==> config.mk <==
export PLATFORM = sky130hd
export DESIGN_NAME = mempool_link_arbiter
export DESIGN_NICKNAME = d
export VERILOG_FILES = /design/src/rtl/mempool_link_arbiter.sv
export SDC_FILE = /design/constraint.sdc
export NUM_CORES = 1
export LEC_CHECK = 0
export ABC_AREA = 1
export CORE_AREA = 2 2 200 202
export CTS_CLUSTER_DIAMETER = 60
export DETAILED_ROUTE_END_ITERATION = 7
export DIE_AREA = 0 0 202 204
export SLEW_MARGIN = 0
export SYNTH_ARGS = -nofsm -noshare
export SYNTH_HDL_FRONTEND = slang
export SYNTH_SLANG_ARGS = --single-unit
==> constraint.sdc <==
create_clock -name clk_i -period 4 [get_ports clk_i]
set_input_delay 0.8 -clock clk_i [delete_from_list [all_inputs] [get_ports clk_i]]
set_output_delay 0.8 -clock clk_i [all_outputs]
set_load 0.01 [all_outputs]
==> src/rtl/mempool_link_arbiter.sv <==
// -----------------------------------------------------------------------------
// mempool_link_arbiter
//
// Shares one inter-group TCDM link direction between the tiles of a group.
// A round-robin arbiter picks one tile request per cycle into a registered
// output stage that drives the link. The granted tile index is recorded in an
// in-order ID FIFO, and each returning response is steered back to the tile
// at the FIFO head. The FIFO depth also caps the number of in-flight requests.
//
// Ports:
//   clk_i, rst_ni           clock, asynchronous active-low reset
//   req_i / req_valid_i     per-tile request payload and valid
//   req_ready_o             per-tile ready (only the granted tile, when the
//                           output stage is free and the ID FIFO is not full)
//   link_req_o              registered request towards the link
//   link_ini_o              tile index of link_req_o
//   link_req_valid_o        registered link request valid
//   link_req_ready_i        link request ready
//   link_resp_i / _valid_i  in-order response from the link
//   link_resp_ready_o       response ready (head tile ready, FIFO not empty)
//   resp_o                  response payload broadcast to every tile
//   resp_valid_o            per-tile response valid (head tile only)
//   resp_ready_i            per-tile response ready
//   outstanding_o           number of requests in flight (ID FIFO fill level)
// -----------------------------------------------------------------------------
module mempool_link_arbiter #(
    parameter int unsigned NumInp         = 4,
    parameter int unsigned ReqWidth       = 64,
    parameter int unsigned RespWidth      = 32,
    parameter int unsigned MaxOutstanding = 8
) (
    input  logic                                  clk_i,
    input  logic                                  rst_ni,
    input  logic [NumInp-1:0][ReqWidth-1:0]       req_i,
    input  logic [NumInp-1:0]                     req_valid_i,
    output logic [NumInp-1:0]                     req_ready_o,
    output logic [ReqWidth-1:0]                   link_req_o,
    output logic [$clog2(NumInp)-1:0]             link_ini_o,
    output logic                                  link_req_valid_o,
    input  logic                                  link_req_ready_i,
    input  logic [RespWidth-1:0]                  link_resp_i,
    input  logic                                  link_resp_valid_i,
    output logic                                  link_resp_ready_o,
    output logic [NumInp-1:0][RespWidth-1:0]      resp_o,
    output logic [NumInp-1:0]                     resp_valid_o,
    input  logic [NumInp-1:0]                     resp_ready_i,
    output logic [$clog2(MaxOutstanding):0]       outstanding_o
);

    localparam int unsigned IdxWidth = $clog2(NumInp);
    localparam int unsigned PtrWidth = $clog2(MaxOutstanding);
    localparam int unsigned CntWidth = PtrWidth + 1;

    // Arbitration
    logic [IdxWidth-1:0] rr_r;
    logic [IdxWidth-1:0] scan_idx_s;
    logic [IdxWidth-1:0] grant_idx_s;
    logic                grant_found_s;
    logic                out_free_s;
    logic                can_accept_s;
    logic [NumInp-1:0]   req_ready_s;
    logic                push_s;

    // Registered output stage
    logic [ReqWidth-1:0] link_req_r;
    logic [IdxWidth-1:0] link_ini_r;
    logic                link_req_valid_r;

    // ID FIFO
    logic [IdxWidth-1:0] id_mem_r [MaxOutstanding];
    logic [PtrWidth-1:0] wr_ptr_r;
    logic [PtrWidth-1:0] rd_ptr_r;
    logic [CntWidth-1:0] cnt_r;
    logic                fifo_full_s;
    logic                fifo_empty_s;
    logic [IdxWidth-1:0] head_idx_s;

    // Response steering
    logic [NumInp-1:0]   resp_valid_s;
    logic                link_resp_ready_s;
    logic                pop_s;

    // Rotating priority search starting at rr_r; index arithmetic wraps
    // naturally because NumInp is a power of two.
    always_comb begin
        grant_found_s = 1'b0;
        grant_idx_s   = rr_r;
        scan_idx_s    = rr_r;
        for (int unsigned i = 0; i < NumInp; i++) begin
            scan_idx_s    = rr_r + IdxWidth'(i);
            grant_idx_s   = (!grant_found_s && req_valid_i[scan_idx_s]) ? scan_idx_s : grant_idx_s;
            grant_found_s = grant_found_s | req_valid_i[scan_idx_s];
        end
    end

    // The output stage can take a new request when it is empty or being
    // drained this cycle. A pop in the same cycle as full does not count:
    // acceptance looks only at the registered fill level.
    assign out_free_s   = !link_req_valid_r || link_req_ready_i;
    assign fifo_full_s  = (cnt_r == CntWidth'(MaxOutstanding));
    assign fifo_empty_s = (cnt_r == {CntWidth{1'b0}});
    assign can_accept_s = grant_found_s && out_free_s && !fifo_full_s;

    // One-hot ready towards the granted tile only.
    always_comb begin
        req_ready_s              = {NumInp{1'b0}};
        req_ready_s[grant_idx_s] = can_accept_s;
    end

    assign push_s      = req_valid_i[grant_idx_s] && req_ready_s[grant_idx_s];
    assign req_ready_o = req_ready_s;

    // Round-robin pointer advances past the tile that was just accepted.
    always_ff @(posedge clk_i or negedge rst_ni) begin
        if (!rst_ni) begin
            rr_r <= {IdxWidth{1'b0}};
        end else if (push_s) begin
            rr_r <= grant_idx_s + IdxWidth'(1'b1);
        end
    end

    // Registered link request stage; the payload holds while stalled.
    always_ff @(posedge clk_i or negedge rst_ni) begin
        if (!rst_ni) begin
            link_req_r       <= {ReqWidth{1'b0}};
            link_ini_r       <= {IdxWidth{1'b0}};
            link_req_valid_r <= 1'b0;
        end else if (push_s) begin
            link_req_r       <= req_i[grant_idx_s];
            link_ini_r       <= grant_idx_s;
            link_req_valid_r <= 1'b1;
        end else if (link_req_valid_r && link_req_ready_i) begin
            link_req_valid_r <= 1'b0;
        end
    end

    assign link_req_o       = link_req_r;
    assign link_ini_o       = link_ini_r;
    assign link_req_valid_o = link_req_valid_r;

    // ID FIFO storage and pointers; pointers wrap modulo the depth.
    always_ff @(posedge clk_i or negedge rst_ni) begin
        if (!rst_ni) begin
            for (int unsigned i = 0; i < MaxOutstanding; i++) begin
                id_mem_r[i] <= {IdxWidth{1'b0}};
            end
            wr_ptr_r <= {PtrWidth{1'b0}};
            rd_ptr_r <= {PtrWidth{1'b0}};
        end else begin
            if (push_s) begin
                id_mem_r[wr_ptr_r] <= grant_idx_s;
                wr_ptr_r           <= wr_ptr_r + PtrWidth'(1'b1);
            end
            if (pop_s) begin
                rd_ptr_r <= rd_ptr_r + PtrWidth'(1'b1);
            end
        end
    end

    // In-flight counter; simultaneous push and pop leave it unchanged.
    always_ff @(posedge clk_i or negedge rst_ni) begin
        if (!rst_ni) begin
            cnt_r <= {CntWidth{1'b0}};
        end else begin
            case ({push_s, pop_s})
                2'b10:   cnt_r <= cnt_r + CntWidth'(1'b1);
                2'b01:   cnt_r <= cnt_r - CntWidth'(1'b1);
                default: cnt_r <= cnt_r;
            endcase
        end
    end

    assign outstanding_o = cnt_r;
    assign head_idx_s    = id_mem_r[rd_ptr_r];

    // Steer the response to the tile at the FIFO head. With an empty FIFO
    // nothing is valid and the link is never acknowledged.
    always_comb begin
        resp_valid_s             = {NumInp{1'b0}};
        resp_valid_s[head_idx_s] = link_resp_valid_i && !fifo_empty_s;
        link_resp_ready_s        = resp_ready_i[head_idx_s] && !fifo_empty_s;
    end

    assign resp_valid_o      = resp_valid_s;
    assign link_resp_ready_o = link_resp_ready_s;
    assign pop_s             = link_resp_valid_i && link_resp_ready_s;
    assign resp_o            = {NumInp{link_resp_i}};

    mempool_link_arbiter_checker #(
        .NumInp         (NumInp),
        .ReqWidth       (ReqWidth),
        .MaxOutstanding (MaxOutstanding)
    ) i_checker (
        .clk_i             (clk_i),
        .rst_ni            (rst_ni),
        .req_ready         (req_ready_s),
        .link_req          (link_req_r),
        .link_ini          (link_ini_r),
        .link_req_valid    (link_req_valid_r),
        .link_req_ready    (link_req_ready_i),
        .link_resp_valid   (link_resp_valid_i),
        .fifo_empty        (fifo_empty_s),
        .outstanding       (cnt_r)
    );

endmodule

// -----------------------------------------------------------------------------
// mempool_link_arbiter_checker
//
// Protocol and invariant properties for mempool_link_arbiter.
//
// Ports:
//   clk_i, rst_ni       clock and reset of the observed block
//   req_ready           per-tile ready vector
//   link_req, link_ini  registered link payload and tile index
//   link_req_valid/ready  link request handshake
//   link_resp_valid     response valid from the link
//   fifo_empty          ID FIFO empty flag
//   outstanding         in-flight count
// -----------------------------------------------------------------------------
module mempool_link_arbiter_checker #(
    parameter int unsigned NumInp         = 4,
    parameter int unsigned ReqWidth       = 64,
    parameter int unsigned MaxOutstanding = 8
) (
    input logic                              clk_i,
    input logic                              rst_ni,
    input logic [NumInp-1:0]                 req_ready,
    input logic [ReqWidth-1:0]               link_req,
    input logic [$clog2(NumInp)-1:0]         link_ini,
    input logic                              link_req_valid,
    input logic                              link_req_ready,
    input logic                              link_resp_valid,
    input logic                              fifo_empty,
    input logic [$clog2(MaxOutstanding):0]   outstanding
);

    // A response with no recorded requester cannot be routed.
    resp_without_request: assert property (
        @(posedge clk_i) disable iff (!rst_ni) link_resp_valid |-> !fifo_empty);

    // At most one tile sees ready in any cycle.
    ready_onehot: assert property (
        @(posedge clk_i) disable iff (!rst_ni) $onehot0(req_ready));

    // The in-flight count never exceeds the ID FIFO depth.
    count_bound: assert property (
        @(posedge clk_i) disable iff (!rst_ni)
        outstanding <= ($clog2(MaxOutstanding) + 1)'(MaxOutstanding));

    // A stalled link request keeps its payload and index.
    payload_stable: assert property (
        @(posedge clk_i) disable iff (!rst_ni)
        (link_req_valid && !link_req_ready) |=>
            (link_req_valid && $stable(link_req) && $stable(link_ini)));

endmodule

Yosys cells after proc, flatten, opt, wreduce, memory -nomap -nowiden:

Cells that the tools add are included.

* input bits: 300
* logic and storage cells: 99
* bits in registers: 95
* output and inout port bits: 208

* $add $sub $neg: 8
* $lt $le $gt $ge: 11
* eq/ne operators: 3
* bitwise operators: 7
* mux-type cells: 32
* reductions and logical operators: 23

Operator list (count)
* binary-select mux 64 bit (select 2 bit): 1
* 2-to-1 mux 64 bit: 1
* less-than comparator 2 x 3 -> 1 bit (second input constant): 6
* bitwise mux 16 bit: 1
* binary-select mux 1 bit (select 2 bit): 7
* logical AND 1 bit: 13
* 2-to-1 mux 2 bit: 6
* 2-to-1 mux 1 bit: 11
* AND 4 bit: 2
* greater-or-equal comparator 4 bit (second input constant): 2
* inverter 3 -> 4 bit: 2
* case mux 4 bit (2 select lines): 1
* adder 3 x 1 -> 3 bit (second input constant): 2
* binary-select mux 2 bit (select 3 bit): 1
* demux 2 bit (select 3 bit): 1
* zero test 1 bit: 6
* adder 2 x 1 -> 2 bit (second input constant): 2
* adder 2 bit (second input constant): 2
* adder 4 x 1 -> 4 bit (second input constant): 1
* demux 1 bit (select 2 bit): 2
* equality test 4 bit (second input constant): 1
* greater-or-equal comparator 2 x 1 -> 1 bit (second input constant): 2
* zero test 4 bit: 1
* less-than comparator 4 x 1 -> 1 bit (second input constant): 1
* other kinds (6): 9

Logic depth before layout (Yosys ltp):

* depth in word-level cells: 18
* depth in mapped cells: 22
* mapped depth without buffers: 22

Worst setup path before layout:

Ideal clock, no wire load.

* path kind: in2reg
* from: in req_valid_i[0]
* to: reg cnt_r[3], in the netlist outstanding_o[3]
* arrival time: 2841 ps
* required time: 3878 ps
* slack: 1037 ps
* stages: 18
* path buffers: 2
* setup time: 122 ps
* path through: nand2_1 nand2_1 nand2_1 nand2_2 nor2_2 nand4_1 nand2_1 buf_2 buf_2 ha_1 ha_1 nand2_1 nor2_1 a211oi_1 nor2_1 nor2_1 nand2_1 xor2_1

* cells in the longest elaborated chain, start to end: 17
* elaborated cells between the ends (all ways): 37
* those cells by class: order compare (2); eq/ne (2); mux (18); bitwise (4); reduce/logical (11)

Ends and longest elaborated chain
* start: declaration: line 35 `input logic [NumInp-1:0] req_valid_i,`
* binary-select mux 1 bit (select 2 bit), on equally long branches: line 92, 91
* 2-to-1 mux 1 bit, on equally long branches: line 92, 91
* zero test 1 bit / OR 1 bit (equally long branches): line 91, 92
* logical AND 1 bit (tied with other cells): line 91 `grant_idx_s = (!grant_found_s && req_valid_i[scan_idx_s]) ? scan_idx_s : grant_idx_s;`
* 2-to-1 mux 2 bit (tied with other cells): line 91
* 2-to-1 mux 2 bit / logical AND 1 bit (equally long branches): line 91
* 2-to-1 mux 2 bit: line 91
* less-than comparator 2 x 3 -> 1 bit (implied by the code) / greater-or-equal comparator 2 x 1 -> 1 bit (equally long branches): line 107 `req_ready_s[grant_idx_s] = can_accept_s;`
* logical AND 1 bit (implied by the code): line 107
* 2-to-1 mux 1 bit (implied by the code): line 107
* demux 1 bit (select 2 bit): line 107
* AND 4 bit (no source line)
* binary-select mux 1 bit (select 2 bit): line 110 `assign push_s = req_valid_i[grant_idx_s] && req_ready_s[grant_idx_s];`
* 2-to-1 mux 1 bit (implied by the code): line 110
* logical AND 1 bit (*): line 110
* equality test 2 x 1 -> 1 bit / equality test 2 bit (equally long branches): line 165 `case ({push_s, pop_s})`
* case mux 4 bit (2 select lines) / nonzero test 2 bit (equally long branches)
* end signal: assignment: line 166 `2'b10: cnt_r <= cnt_r + CntWidth'(1'b1);`
* end signal: assignment: line 167 `2'b01: cnt_r <= cnt_r - CntWidth'(1'b1);`
* end signal: assignment: line 168 `default: cnt_r <= cnt_r;`
* end: declaration: line 73 `logic [CntWidth-1:0] cnt_r;`

Every way passes the cells marked *; elsewhere a longest branch is shown, timed or not. The select of a mux whose other input is x is not followed.
A chain may end at the register's enable or synchronous reset.

Worst setup path after layout:

* from: in req_valid_i[3]
* to: out req_ready_o[1]

* cells in the longest elaborated chain, start to end: 12
* elaborated cells between the ends (all ways): 28
* those cells by class: order compare (2); mux (13); bitwise (4); reduce/logical (9)

Ends and longest elaborated chain
* binary-select mux 1 bit (select 2 bit), on equally long branches: line 92, 91
* 2-to-1 mux 1 bit, on equally long branches: line 92, 91
* zero test 1 bit / OR 1 bit (equally long branches): line 91, 92
* logical AND 1 bit (tied with other cells): line 91
* 2-to-1 mux 2 bit (tied with other cells): line 91
* 2-to-1 mux 2 bit / logical AND 1 bit (equally long branches): line 91
* 2-to-1 mux 2 bit: line 91
* less-than comparator 2 x 3 -> 1 bit (implied by the code) / greater-or-equal comparator 2 x 1 -> 1 bit (equally long branches): line 107
* logical AND 1 bit (implied by the code): line 107
* 2-to-1 mux 1 bit (implied by the code): line 107
* demux 1 bit (select 2 bit): line 107
* AND 4 bit (no source line) (*)
* end: declaration: line 36 `output logic [NumInp-1:0] req_ready_o,`

Marks and branches as above.

==> impl_metrics.tcl <==
set metrics [dict create \
    hold_viol 0 \
    drc 0 \
    fmax_ghz 0.2594 \
    status "completed" \
    insertion_delay_ns 0.38 \
    period_needed_ns 3.855 \
    grt_pass1_wl_um 48660 \
    post_cts_buffers 0 \
    tns_ns 0 \
    post_cts_resized 0 \
    tightest_slew_ns 1.111 \
    finClkSkew_ns 0.01041 \
    post_drt_wl_per_cell_um 15.67 \
    drive_above_1_share_pct 5.113 \
    dpl.cell_count 2015 \
    num_vias 8940 \
    hold_path_class "reg2reg" \
    max_slew_margin_pct 25.92 \
    syn_area_per_cell_sq_um 6.288 \
    min_path_cells 2 \
    drt_iter0_markers 487 \
    final_max_slew_viol_count 0 \
    fp.coreArea_sq_um 39180 \
    fin_util_pct 29.53 \
    finalPower_uw 11040 \
    initial_core_util_pct 21.55 \
    num_rows 73 \
    grt_start_max_net_pins 80 \
    cts_tree "built" \
    num_io_pins 508 \
    antenna_found_initial 0 \
    yosysSeqAreaShare_pct 28.15 \
    cap_violations 0 \
    grt_overflow 0 \
    yosys_warnings 0 \
    cp-end-kind "output pin" \
    clockBufferDepth 2 \
    hp-start "link_req_o[8]$_DFFE_PN0P_" \
    clk_pin_slew_ns 0.07 \
    fin_crit_sh_pct 96.38 \
    setup_viol 0 \
    r2r_start "rd_ptr_r[0]$_DFFE_PN0P_" \
    ir_drop_uv 525.9 \
    leakagePower_uw 0.005729 \
    use_met2_pct 26.09 \
    met3_usage_pct 4.624 \
    syn_area_sq_um 8444 \
    design.die.area_sq_um 41210 \
    crit_fanout 4 \
    cts_num_sinks 95 \
    gp_congestion 0.8753 \
    dp_hpwl_um 23140 \
    hold_path_end "link_req_o[8]$_DFFE_PN0P_" \
    grt_use_total_pct 15.04 \
    portBuffers 347 \
    worstPathArrival_ns 3.06 \
    rr_endpoint "outstanding_o[3]$_DFFE_PN0P_" \
    vias_per_cell 4.400 \
    grt_busiest_layer "met2" \
    fillers 4285 \
    ant_nets 0 \
    htree_levels 3 \
    ctsHoldBuffers 0 \
    gr-usage-met1_pct 17.86 \
    die_h_um 204 \
    root_buffer "clkbuf_16" \
    rsz0062_at_grt "false" \
    grt_pass1_vias 8659 \
    synth_seq_cells 95 \
    syn-num-nets 1649 \
    r2r_cells 19 \
    synth_cell_types 30 \
    cp-start-kind "input pin" \
    cts_buffers 9 \
    worstPathRequired_ns 3.20 \
    finalNonFillerCells 2032 \
    routed_wirelength_um 31830 \
    synth_cells 1343 \
    pwr_density_cell_nw_per_um2 954.0 \
    r2r_slack_ns 0.63 \
    fin_nets 1807 \
    syn_to_final_growth_pct 37.04 \
    dr.pass1.iters 7 \
    die_w_um 202 \
    path_class "in2out" \
]
metal layers:
layer | vias to the layer above | routed length [um]
met1 | 4041 | 13100
met3 | 36 | 2706
met2 | 403 | 15510
met5 | - | 0
li1 | 4460 | -
met4 | 0 | 513
final cells by class:
| type | instances | area (sq um) | share of cell area (%) |
|---|---|---|---|
| Antenna cell | 1 | 2.502 | 0.02162 |
| Clock buffer | 10 | 239.0 | 2.065 |
| Clock inverter | 6 | 75.07 | 0.6487 |
| Inverter | 28 | 108.9 | 0.9406 |
| Multi-Input combinational cell | 1001 | 4448 | 38.44 |
| Sequential cell | 95 | 2379 | 20.55 |
| Tap cell | 525 | 656.9 | 5.676 |
| Timing Repair Buffer | 366 | 3664 | 31.66 |
logic make-up after synthesis:
family / after synthesis / synth area share (%)
DFF: 95 / 28.15
adders and majority gates: 6 / 0.9779
buffers and inverters: 247 / 19.56
xor gates and xnor gates: 5 / 0.5186
and+or+nand+nor: 957 / 48.76
AOI/OAI and AO/OA: 33 / 2.030
where the power goes:
group,switching (uW),internal [uW]
Clock,453,515
Sequential,330,1480
Combinational,5320,2950
Total,6100,4940
through the flow:
step           hold WS [ns]  setup WS [ns]  area [sq um]
6_report             0.4798         0.1450         11570
2_1_floorplan        0.4478          1.037          8444
3_3_place_gp         0.4604         0.1703         11250
5_1_grt              0.4958       0.001044         11570
3_5_place_dp         0.4648        0.09243         11250
4_1_cts              0.4846        0.06930         11560
registers in the layout, indices dropped and copies added, names as in the netlist:
name and cells:
rr_r 2, link_ini_o 2, wr_ptr_r 3, link_req_valid_o 1, outstanding_o 4, link_req_o 64
rd_ptr_r 3, id_mem_r 16
layout by cell type (no fill, tap or decap), types with 5 or more instances in the layout:
cell type,instances
nand2_1,619
clkdlybuf4s50_1,346
nand3_1,255
dfrtp_1,94
nor2_1,35
o21ai_0,29
inv_1,22
nand3_2,22
buf_4,16
clkbuf_16,9
nand4_1,7
nand2_2,7
nand2_4,5
ha_1,5
how the worst max path moves through the flow:
stage          slack (ns)  cells after the start                start                           end
6_report             0.14                     11       req_valid_i[3]                req_ready_o[1]
5_1_grt             0.001                     11       req_valid_i[0]                req_ready_o[1]
4_1_cts              0.07                     11  rr_r[0]$_DFFE_PN0P_                req_ready_o[1]
3_5_place_dp         0.09                     10       req_valid_i[0]                req_ready_o[2]
3_3_place_gp         0.17                     12       req_valid_i[0]                req_ready_o[1]
2_1_floorplan        1.04                     18       req_valid_i[0]  outstanding_o[3]$_DFFE_PN0P_
Yosys cell counts (all sizes together):
cell type	number	area, sq um
a211oi	1	7.510
a31oi	1	6.260
buf	209	1506
clkbuf	10	37.54
clkinv	2	7.510
dfrtp	95	2377
fa	1	20.02
ha	5	62.56
inv	26	100.1
nand2	631	2391
nand3	277	1496
nand3b	1	7.510
nand4	8	65.06
nor2	36	137.6
nor3	4	20.02
o21ai	30	150.1
o21bai	1	7.510
xnor2	1	8.760
xor2	4	35.03
worst max-delay path, stage by stage:
cell	delay (ns)
clkdlybuf4s50_1	0.45
inv_1	0.10
nand2_1	0.10
nand3_1	0.11
nand2_1	0.07
nor2_2	0.17
nand4_1	0.18
nand2_2	0.20
inv_2	0.06
nor3_1	0.23
clkdlybuf4s50_1	0.59
No activity file was read; power rests on OpenSTA's default activity.
